$ cat src/rtl/mips_ctrl_pkg.sv
// Shared definitions for the multi-cycle MIPS control path.
// Holds opcode values, FSM state codes, ALU/PC/operand-B select codes,
// the decoded instruction class, and the bundled control-output struct.
package mips_ctrl_pkg;

  localparam logic [5:0] OP_R    = 6'b000000;
  localparam logic [5:0] OP_LW   = 6'b100011;
  localparam logic [5:0] OP_SW   = 6'b101011;
  localparam logic [5:0] OP_BEQ  = 6'b000100;
  localparam logic [5:0] OP_BNE  = 6'b000101;
  localparam logic [5:0] OP_ADDI = 6'b001000;
  localparam logic [5:0] OP_ANDI = 6'b001100;
  localparam logic [5:0] OP_ORI  = 6'b001101;
  localparam logic [5:0] OP_J    = 6'b000010;

  typedef enum logic [3:0] {
    S_FETCH     = 4'd0,
    S_DECODE    = 4'd1,
    S_MEM_ADDR  = 4'd2,
    S_MEM_READ  = 4'd3,
    S_MEM_WB    = 4'd4,
    S_MEM_WRITE = 4'd5,
    S_R_EXEC    = 4'd6,
    S_R_WB      = 4'd7,
    S_BRANCH    = 4'd8,
    S_JUMP      = 4'd9,
    S_I_EXEC    = 4'd10,
    S_I_WB      = 4'd11
  } state_e;

  localparam logic [1:0] ALU_ADD   = 2'b00;
  localparam logic [1:0] ALU_SUB   = 2'b01;
  localparam logic [1:0] ALU_FUNCT = 2'b10;
  localparam logic [1:0] ALU_IMM   = 2'b11;

  localparam logic [1:0] PC_ALU    = 2'b00;
  localparam logic [1:0] PC_ALUOUT = 2'b01;
  localparam logic [1:0] PC_JUMP   = 2'b10;

  localparam logic [1:0] BSRC_B       = 2'b00;
  localparam logic [1:0] BSRC_FOUR    = 2'b01;
  localparam logic [1:0] BSRC_IMM     = 2'b10;
  localparam logic [1:0] BSRC_IMM_SH2 = 2'b11;

  typedef enum logic [2:0] {
    CLS_R, CLS_LW, CLS_SW, CLS_BEQ, CLS_BNE, CLS_J, CLS_IMM, CLS_ILL
  } instr_cls_e;

  typedef struct packed {
    logic       mem_read;
    logic       mem_write;
    logic       i_or_d;
    logic       ir_write;
    logic       pc_en;
    logic [1:0] pc_source;
    logic       alu_src_a;
    logic [1:0] alu_src_b;
    logic [1:0] alu_op;
    logic       ext_sel;
    logic       reg_dst;
    logic       mem_to_reg;
    logic       reg_write;
    logic       illegal_op;
    logic       mem_timeout;
  } ctrl_t;

endpackage

$ cat src/rtl/mips_main_decoder.sv
// Opcode classifier for the main control FSM.
//   opcode  in  6  IR[31:26]
//   cls     out    instruction class (CLS_ILL for anything unsupported)
//   ext_sel out 1  1 = zero-extend imm16 (andi/ori), 0 = sign-extend
module mips_main_decoder
  import mips_ctrl_pkg::*;
(
  input  logic [5:0] opcode,
  output instr_cls_e cls,
  output logic       ext_sel
);

  always_comb begin
    cls     = CLS_ILL;
    ext_sel = 1'b0;
    case (opcode)
      OP_R:    cls = CLS_R;
      OP_LW:   cls = CLS_LW;
      OP_SW:   cls = CLS_SW;
      OP_BEQ:  cls = CLS_BEQ;
      OP_BNE:  cls = CLS_BNE;
      OP_J:    cls = CLS_J;
      OP_ADDI: cls = CLS_IMM;
      OP_ANDI: begin cls = CLS_IMM; ext_sel = 1'b1; end
      OP_ORI:  begin cls = CLS_IMM; ext_sel = 1'b1; end
      default: cls = CLS_ILL;
    endcase
  end

endmodule

$ cat src/rtl/multicycle_control.sv
// Main control FSM of the multi-cycle MIPS datapath.
// Sequences fetch/decode/execute/memory/writeback, drives all datapath
// selects and enables, and handshakes with the unified memory via mem_ready
// with an optional per-access wait timeout (MEM_TIMEOUT, 0 = disabled).
// Inputs : clk, reset (async, active high), opcode[5:0], zero, mem_ready
// Outputs: memory (mem_read, mem_write, i_or_d), IR/PC (ir_write, pc_en,
//          pc_source), ALU (alu_src_a, alu_src_b, alu_op, ext_sel),
//          regfile (reg_dst, mem_to_reg, reg_write), status pulses
//          (illegal_op, mem_timeout) and debug state[3:0].
module multicycle_control
  import mips_ctrl_pkg::*;
#(
  parameter int MEM_TIMEOUT = 16
) (
  input  logic       clk,
  input  logic       reset,
  input  logic [5:0] opcode,
  input  logic       zero,
  input  logic       mem_ready,
  output logic       mem_read,
  output logic       mem_write,
  output logic       i_or_d,
  output logic       ir_write,
  output logic       pc_en,
  output logic [1:0] pc_source,
  output logic       alu_src_a,
  output logic [1:0] alu_src_b,
  output logic [1:0] alu_op,
  output logic       ext_sel,
  output logic       reg_dst,
  output logic       mem_to_reg,
  output logic       reg_write,
  output logic       illegal_op,
  output logic       mem_timeout,
  output logic [3:0] state
);

  localparam int CW = (MEM_TIMEOUT > 0) ? $clog2(MEM_TIMEOUT + 1) : 1;
  localparam logic [CW-1:0] LIMIT = (MEM_TIMEOUT > 0) ? CW'(MEM_TIMEOUT - 1) : '0;

  state_e        state_q, state_d;
  logic [CW-1:0] cnt_q, cnt_d;
  instr_cls_e    cls;
  logic          dec_ext;
  logic          in_mem, limit_hit;
  ctrl_t         c;

  mips_main_decoder u_dec (
    .opcode  (opcode),
    .cls     (cls),
    .ext_sel (dec_ext)
  );

  assign in_mem    = (state_q == S_FETCH) || (state_q == S_MEM_READ) ||
                     (state_q == S_MEM_WRITE);
  assign limit_hit = (MEM_TIMEOUT > 0) && in_mem && !mem_ready && (cnt_q == LIMIT);

  always_ff @(posedge clk or posedge reset) begin
    if (reset) begin
      state_q <= S_FETCH;
      cnt_q   <= '0;
    end else begin
      state_q <= state_d;
      cnt_q   <= cnt_d;
    end
  end

  always_comb begin
    state_d = state_q;
    c       = '0;
    c.ext_sel = dec_ext && (state_q != S_FETCH);

    case (state_q)
      S_FETCH: begin
        c.mem_read  = 1'b1;
        c.alu_src_b = BSRC_FOUR;
        c.alu_op    = ALU_ADD;
        c.pc_source = PC_ALU;
        if (mem_ready) begin
          c.ir_write = 1'b1;
          c.pc_en    = 1'b1;
          state_d    = S_DECODE;
        end
      end
      S_DECODE: begin
        // Speculative branch target computed into ALUOut.
        c.alu_src_b = BSRC_IMM_SH2;
        c.alu_op    = ALU_ADD;
        case (cls)
          CLS_LW, CLS_SW:   state_d = S_MEM_ADDR;
          CLS_R:            state_d = S_R_EXEC;
          CLS_BEQ, CLS_BNE: state_d = S_BRANCH;
          CLS_J:            state_d = S_JUMP;
          CLS_IMM:          state_d = S_I_EXEC;
          default: begin
            c.illegal_op = 1'b1;
            state_d      = S_FETCH;
          end
        endcase
      end
      S_MEM_ADDR: begin
        c.alu_src_a = 1'b1;
        c.alu_src_b = BSRC_IMM;
        c.alu_op    = ALU_ADD;
        if (cls == CLS_SW)      state_d = S_MEM_WRITE;
        else if (cls == CLS_LW) state_d = S_MEM_READ;
        else                    state_d = S_FETCH;
      end
      S_MEM_READ: begin
        c.mem_read = 1'b1;
        c.i_or_d   = 1'b1;
        if (mem_ready) state_d = S_MEM_WB;
      end
      S_MEM_WB: begin
        c.reg_write  = 1'b1;
        c.mem_to_reg = 1'b1;
        state_d      = S_FETCH;
      end
      S_MEM_WRITE: begin
        c.mem_write = 1'b1;
        c.i_or_d    = 1'b1;
        if (mem_ready) state_d = S_FETCH;
      end
      S_R_EXEC: begin
        c.alu_src_a = 1'b1;
        c.alu_src_b = BSRC_B;
        c.alu_op    = ALU_FUNCT;
        state_d     = S_R_WB;
      end
      S_R_WB: begin
        c.reg_write = 1'b1;
        c.reg_dst   = 1'b1;
        state_d     = S_FETCH;
      end
      S_BRANCH: begin
        c.alu_src_a = 1'b1;
        c.alu_src_b = BSRC_B;
        c.alu_op    = ALU_SUB;
        c.pc_source = PC_ALUOUT;
        c.pc_en     = (cls == CLS_BEQ) ? zero : ~zero;
        state_d     = S_FETCH;
      end
      S_JUMP: begin
        c.pc_source = PC_JUMP;
        c.pc_en     = 1'b1;
        state_d     = S_FETCH;
      end
      S_I_EXEC: begin
        c.alu_src_a = 1'b1;
        c.alu_src_b = BSRC_IMM;
        c.alu_op    = ALU_IMM;
        state_d     = S_I_WB;
      end
      S_I_WB: begin
        c.reg_write = 1'b1;
        state_d     = S_FETCH;
      end
      default: state_d = S_FETCH;
    endcase

    // Wait counter only runs while a memory state is stalled; every other
    // path leaves it at zero, which doubles as the clear-on-entry.
    cnt_d = '0;
    if (in_mem && !mem_ready) begin
      if (limit_hit) begin
        // Abandon the access: no write, no PC/IR update, restart at FETCH.
        c.mem_timeout = 1'b1;
        c.mem_write   = 1'b0;
        c.ir_write    = 1'b0;
        c.pc_en       = 1'b0;
        state_d       = S_FETCH;
      end else begin
        cnt_d = cnt_q + CW'(1);
      end
    end
  end

  // All outputs forced low while reset is held.
  assign mem_read    = c.mem_read    & ~reset;
  assign mem_write   = c.mem_write   & ~reset;
  assign i_or_d      = c.i_or_d      & ~reset;
  assign ir_write    = c.ir_write    & ~reset;
  assign pc_en       = c.pc_en       & ~reset;
  assign pc_source   = reset ? 2'b00 : c.pc_source;
  assign alu_src_a   = c.alu_src_a   & ~reset;
  assign alu_src_b   = reset ? 2'b00 : c.alu_src_b;
  assign alu_op      = reset ? 2'b00 : c.alu_op;
  assign ext_sel     = c.ext_sel     & ~reset;
  assign reg_dst     = c.reg_dst     & ~reset;
  assign mem_to_reg  = c.mem_to_reg  & ~reset;
  assign reg_write   = c.reg_write   & ~reset;
  assign illegal_op  = c.illegal_op  & ~reset;
  assign mem_timeout = c.mem_timeout & ~reset;
  assign state       = reset ? 4'd0 : state_q;

endmodule

$ cat config.mk
export PLATFORM = sky130hd
export DESIGN_NAME = multicycle_control
export DESIGN_NICKNAME = d
export VERILOG_FILES = /design/src/rtl/mips_ctrl_pkg.sv /design/src/rtl/mips_main_decoder.sv /design/src/rtl/multicycle_control.sv
export SDC_FILE = /design/constraint.sdc
export NUM_CORES = 1
export LEC_CHECK = 0
export CAP_MARGIN = 10
export CORE_UTILIZATION = 45
export DETAILED_ROUTE_END_ITERATION = 8
export PLACE_DENSITY = 0.91
export SYNTH_ARGS = -nofsm -noshare
export SYNTH_HDL_FRONTEND = slang
export SYNTH_HIERARCHICAL = 1
export SYNTH_SLANG_ARGS = --single-unit
$ cat constraint.sdc
create_clock -name clk -period 2.6 [get_ports clk]
set_clock_uncertainty 0.2 [all_clocks]
set_input_delay 0.39 -clock clk [delete_from_list [all_inputs] [get_ports clk]]
set_output_delay 0.39 -clock clk [all_outputs]
set_load 0.05 [all_outputs]
==> results.md, run 1 <==
- Most frequent cell after synthesis: nor2_1
- Std-Cell Rows: 16
- Post-Syn Instances: 126
- Syn_area_per_cell: 7.33 um^2
- Fraction of the mapped netlist area in simple logic gates: 0.443
- RSZ-0062 raised after global routing: yes
- Worst hold stages: 1
- Post-synth EDFFs: 0
- Via Count: 1273
- GP Congestion: 0.845
- Crit-path max cell delay: 0.41 ns
- Syn_nets: 137
- Top sig layer: met4
- Synthesis Warnings: 6
- Iteration-0 DRC count of the detailed router: 52
- Worst-Margin Slew: 0.734 ns
- Compound-cell area share of the yosys netlist: 0.196
- Leak Pwr: 0.000731 uW
- Vias in the first global route: 1108
- Worst hold path class: reg -> reg
- Multi-input logic area: 717 um^2
- Fill cells: 98
- Clk pin slew, worst setup/hold paths: 0.06 ns
- Fraction of registers with async set/reset: 1.00
- #FFs+latches synth: 9
- Total core area: 1940 um^2
- P&R area growth vs syn: 84.6%
- DRC Markers: 0
- Max VDD drop: 0.573 mV
- Yosys top cell area share: 0.244
- Multiplexer share of the synthesized area: 0
- Worst skew pair latency: 0.26 ns
- Total track usage: 0.334
- Die ar.: 2240 um^2
- Worst r2r src: state_q[2]$_DFF_PP0_
- Sequential area share after synthesis: 0.244
- Mapped cell area: 923 um^2
- Worst setup path class: reg -> out
- Crit Reg-Reg Endpoint: state_q[2]$_DFF_PP0_
- WL met2: 2050 um
- Final core utilization: 0.878
- CP max FO: 3
- Crit end category: primary output
- Xor/xnor share of the synthesized area: 0.0569
- Kind of cell adding the most delay to the critical path: compound AO/OA/AOI/OAI gates
- Final worst slack: -0.0152 ns
- CTS tree: yes
- Fraction of layout cells with a size suffix above 1: 0.381
- Worst Path Buf+Inv: 1
- Sink Count: 9
- Final setup fails: 1
- R2R Setup Slk: 0.50 ns
- TritonCTS Buffers: 3
- Die X-Extent: 47.3 um
- HPWL Detailed: 2630 um
- Wire length on met3: 241 um
- Failing checks: setup timing
- CTS root buf: clkbuf_4
- Yosys top cell by area: dfrtp_1
- Pwr per Cell Area: 674 nW/um^2
- Antenna Nets Post-Route: 0
- CTS Buffer Depth: 2
- Nets@finish: 188
- Worst hold path startpoint: cnt_q[0]$_DFF_PP0_
- First-pass GRT wire length: 5180 um
- Slew HR: 0.511
- Netlist cell types: 39
- CTS H-tree depth: 1
- Max Cap Viol: 0
- Worst reg2reg path depth: 7
- CTS Hold Bufs: 0
- Maximum achievable frequency: 0.382 GHz
- Most used DFF post-synth: dfrtp_1
- Vias/cell: 6.27
- Register area: 225 um^2
- Placement Setup Slack: -0.207 ns
- Worst Path Required: 2.01 ns
- Die H: 47.3 um
- Top post-synthesis cells by area: dfrtp_1 (24%), nor2_1 (6.1%), nor3_1 (5.4%)
- Startpoint Class: register
- Status: finished with violations
- Final hold vios: 0
- Hold EP: cnt_q[0]$_DFF_PP0_
- Initial Utilization: 0.476
- Slew Limit Fails: 0
- Drt total wl: 3850 um
- Largest family of logic cells by synthesized area: simple AND/OR/NAND/NOR gates
- Slowest CP cell: dfrtp_1
- I/O pin total: 32
- Fin crit period: 2.62 ns
- Diode count: 0
- Port Buf Inserts: 31
- Drt first pass iters: 5
- Adder-Cell Fraction of Synth Area: 0.0136
- WL/cell: 19.0 um
- WL met1: 1410 um
- CP Cell Sequence: nor2b_4 -> or3b_4 -> a211o_4 -> o2111a_1 -> buf_12
- Initial antenna violation count: 0
- Fin crit share: 1.01
- Grt ovf: 0
- Synth cell count leaders: nor2_1 (15), nor3_1 (10), dfrtp_1 (9), nand2_1 (8)
- WP data arrival: 2.03 ns
- Largest net degree at the start of global routing: 22
## layout make-up
| cell class | count | area share |
|---|---|---|
| flip-flops and latches | 9 | 0.132 |
| repair buffers | 53 | 0.403 |
| well taps | 27 | 0.0198 |
| inverters | 4 | 0.00881 |
| clock buffers | 4 | 0.0154 |
| multi-input cells | 106 | 0.421 |
## power breakdown
| group | switching, uW | leakage (uW) | internal (uW) |
|---|---|---|---|
| combinational | 462 | 0.000594 | 370 |
| sequential | 39.3 | 0.000122 | 168 |
| clock | 50.7 | 0.0000150 | 59.2 |
| total | 552 | 0.000731 | 597 |
## state kept, by name, summed over array words and instances, names as in the netlist
register and cells:
cnt_q 5, state_q 4
## placed cells by master (no fill, tap or decap), types with 2 or more instances in the layout
cell type        count
buf_12              22
buf_4               21
nor2_1              13
dfrtp_1              9
nor3_1               7
nand2_1              7
a21oi_1              7
nor2b_1              6
and3_1               6
o21ai_0              5
inv_1                4
nand3_1              4
xnor2_1              4
clkdlybuf4s50_1      4
nand2b_1             3
nor4_1               3
nor3_2               3
clkbuf_4             3
nand4b_1             2
a31oi_1              2
nor3b_1              2
nor2_2               2
o21a_1               2
or3b_4               2
xor2_1               2
nor3b_2              2
nand3b_1             2
dlygate4sd2_1        2
clkbuf_2             2
## worst register-to-register path: stages, from the launching register on
cell,delay (ns)
dfrtp_1,0.43
buf_4,0.16
buf_4,0.13
buf_4,0.15
nor3_1,0.36
a31oi_1,0.14
a311o_1,0.30
a21oi_1,0.16
## metrics by stage
step           instance area, um^2  power [uW]  cells  setup TNS [ns]  hold slack (ns)
3_3_place_gp                  1600         905    193          -0.295            0.259
6_report                      1700        1150    203         -0.0152            0.283
3_5_place_dp                  1600         939    193          -0.712            0.269
4_1_cts                       1690        1100    202               0            0.271
2_1_floorplan                  946         616    126          -0.943           0.0525
5_1_grt                       1700        1200    203         -0.0917            0.313
## cell families after synthesis
group / count (synthesis)
and+or+nand+nor: 72
AOI/OAI and AO/OA: 27
buffers and inverters: 11
DFF: 9
xor gates and xnor gates: 6
adders and majority gates: 1
## repair_timing
action | 4_1_cts | 5_1_grt
endpoints found under the setup margin | 4 | 6
pin swaps | 8 | 5
resized for setup | 13 | 9
setup buffers | 5 | 1
## routing by layer
metal / vias to the layer above / GRT usage
met5: - / 0
met3: 18 / 0.0615
met2: 71 / 0.581
met4: 0 / 0.183
met1: 618 / 0.382
li1: 566 / -
## worst max-delay path by stage
| stage | slack, ns | cells after the start | from | end |
|---|---|---|---|---|
| final | -0.02 | 5 | state_q[0]$_DFF_PP0_ | mem_write |
| after global routing | -0.05 | 5 | state_q[2]$_DFF_PP0_ | mem_write |
| after CTS | 0.002 | 5 | state_q[0]$_DFF_PP0_ | mem_write |
| after detailed placement | -0.21 | 9 | opcode[1] | pc_en |
| after global placement | -0.13 | 9 | opcode[1] | pc_en |
| after floorplan | -0.44 | 4 | state_q[1]$_DFF_PP0_ | i_or_d |
(Power assumes the default switching activity.)
==> run 2: changes to the inputs <==
--- a/config.mk
+++ b/config.mk
@@ -8,6 +8,7 @@
 export CAP_MARGIN = 10
 export CORE_UTILIZATION = 45
 export DETAILED_ROUTE_END_ITERATION = 8
+export GPL_ROUTABILITY_DRIVEN = 0
 export PLACE_DENSITY = 0.91
 export SYNTH_ARGS = -nofsm -noshare
 export SYNTH_HDL_FRONTEND = slang
==> constraint.sdc (replaced) <==
create_clock -name clk -period 3.29 [get_ports clk]
set_clock_uncertainty 0.2 [all_clocks]
set_input_delay 0.4935 -clock clk [delete_from_list [all_inputs] [get_ports clk]]
set_output_delay 0.4935 -clock clk [all_outputs]
set_load 0.05 [all_outputs]
==> results.md, run 2 (synthesis gave the netlist of run 1 again) <==
- Status: complete, no violations (was finished with violations)
- Leak Pwr: 0.000571 uW (was 0.000731 uW)
- CP max FO: 5 (was 3)
- Worst setup path class: in -> out (was reg -> out)
- CTS H-tree depth: 1 (unchanged)
- Final hold vios: 0 (unchanged)
- Post-CTS Setup Inserts: 0 (was 5)
- Die X-Extent: 47.3 um (unchanged)
- Final worst slack: 0.130 ns (was -0.0152 ns)
- Final setup fails: 0 (was 1)
- Crit-path max cell delay: 0.53 ns (was 0.41 ns)
- Std-Cell Rows: 16 (unchanged)
- Fin area: 1340 um^2 (was 1700 um^2)
- Total track usage: 0.249 (was 0.334)
- Drt total wl: 2650 um (was 3850 um)
- Top reg by flops: cnt_q (unchanged)
- CTS root buf: clkbuf_4 (unchanged)
- Slew Limit Fails: 0 (unchanged)
- Post-place instance area: 1310 um^2 (was 1600 um^2)
- Worst hold path class: reg -> reg (unchanged)
- Startpoint Class: input pin (was register)
- Slowest CP cell: clkdlybuf4s50_1 (was dfrtp_1)
- Pwr per Cell Area: 546 nW/um^2 (was 674 nW/um^2)
- Worst-Margin Slew: 0.564 ns (was 0.734 ns)
- Vias/cell: 6.04 (was 6.27)
- Setup TNS: 0 ns (was -0.0152 ns)
- Max VDD drop: 0.294 mV (was 0.573 mV)
- Slew HR: 0.624 (was 0.511)
- Initial antenna violation count: 0 (unchanged)
- Largest net degree at the start of global routing: 21 (was 22)
- Crit end category: primary output (unchanged)
- Grt ovf: 0 (unchanged)
- Commonest non-fill, non-tap cell in the layout: clkdlybuf4s50_1 (was buf_12)
- Iteration-0 DRC count of the detailed router: 31 (was 52)
- Fin crit period: 3.16 ns
- DRC Markers: 0 (unchanged)
- Nets@finish: 169 (was 188)
- R2R Setup Slk: 1.17 ns (was 0.50 ns)
- Total core area: 1940 um^2 (unchanged)
- Largest regs: cnt_q: 5 flops, state_q: 4 flops (unchanged)
- Vias in the first global route: 901 (was 1108)
- P&R area growth vs syn: 45.1% (was 84.6%)
- First-pass GRT wire length: 3970 um (was 5180 um)
- Maximum achievable frequency: 0.316 GHz
- Fraction of layout cells with a size suffix above 1: 0.172 (was 0.381)
- I/O pin total: 32 (unchanged)
- Drt first pass iters: 4 (was 5)
- Port Buf Inserts: 31 (unchanged)
- Worst skew pair latency: 0.27 ns (was 0.26 ns)
- Die ar.: 2240 um^2 (unchanged)
- Max Cap Viol: 0 (unchanged)
- Antenna Nets Post-Route: 0 (unchanged)
- CTS Hold Bufs: 0 (unchanged)
- HPWL Detailed: 1960 um (was 2630 um)
- Placement Setup Slack: 0.124 ns (was -0.207 ns)
- Initial Utilization: 0.476 (unchanged)
- Via Count: 1111 (was 1273)
- Die H: 47.3 um (unchanged)
- CP Cell Sequence: clkdlybuf4s50_1 -> or3b_1 -> nand3b_1 -> o211ai_1 -> nand2_1 -> nor2_1 -> xor2_1 -> a31oi_1 -> buf_12 (was nor2b_4 -> or3b_4 -> a211o_4 -> o2111a_1 -> buf_12)
- Clk pin slew, worst setup/hold paths: 0.07 ns (was 0.06 ns)
- CTS tree: yes (unchanged)
- RSZ-0062 raised after global routing: no (was yes)
- WL/cell: 14.4 um (was 19.0 um)
- Sink Count: 9 (unchanged)
- Fill cells: 167 (was 98)
- Most frequent cells in the layout: clkdlybuf4s50_1 (16), nor2_1 (15), buf_4 (11), nor3_1 (10), dfrtp_1 (9) (was buf_12 (22), buf_4 (21), nor2_1 (13), dfrtp_1 (9))
- Fin crit share: 0.960
- Post-CTS sizing: 0 (was 13)
- Max FFs per register: 5 (unchanged)
- Worst Path Required: 2.60 ns (was 2.01 ns)
- TritonCTS Buffers: 3 (unchanged)
- Pwr Total: 731 uW (was 1150 uW)
- WP data arrival: 2.47 ns (was 2.03 ns)
- Diode count: 0 (unchanged)
- CTS Buffer Depth: 2 (unchanged)
-- run 2: cell type report --
cell class                      instances  area, um^2  share of cell area
Tap cell                               27        33.8              0.0252
Sequential cell                         9         225               0.168
Timing Repair Buffer                   34         383               0.286
Clock inverter                          1        5.00             0.00373
Inverter                                4        15.0              0.0112
Multi-Input combinational cell        106         656               0.489
Clock buffer                            3        22.5              0.0168
-- run 2: final timing paths --
check | start | endpoint | depth (start not counted)
setup / recovery | opcode[2] | pc_en | 9
hold reg to reg | cnt_q[0]$_DFF_PP0_ | cnt_q[0]$_DFF_PP0_ | 1
max in group asynchronous | reset | cnt_q[3]$_DFF_PP0_ | 2
hold / removal | cnt_q[0]$_DFF_PP0_ | cnt_q[0]$_DFF_PP0_ | 1
min in group asynchronous | reset | state_q[3]$_DFF_PP0_ | 2
setup reg to reg | state_q[2]$_DFF_PP0_ | cnt_q[3]$_DFF_PP0_ | 4
-- run 2: power breakdown --
part	total [uW]	switching, uW	internal (uW)
Clock	91.5	46.4	45.1
Combinational	464	284	180
Sequential	175	43.2	132
-- run 2: per-layer routing --
metal  global-route usage  wire length (um)  share of wire
met1                0.326              1090           0.41
met2                0.411              1320           0.50
met3               0.0577               184          0.070
met4               0.0629                48          0.018
met5                    0                 0              0
-- run 2: per-stage QoR --
stage	hold WS [ns]	utilization	cells
5_1_grt	0.298	0.690	184
4_1_cts	0.279	0.690	184
6_report	0.279	0.690	184
3_5_place_dp	0.270	0.676	180
2_1_floorplan	0.156	-	126
3_3_place_gp	0.260	0.676	180
-- run 2: critical path: cells and delay by family --
| kind | cells | cell delay, ns |
|---|---|---|
| buf+inv | 2 | 0.71 |
| simple gates | 4 | 0.68 |
| compound gates | 2 | 0.44 |
| xor+xnor | 1 | 0.13 |
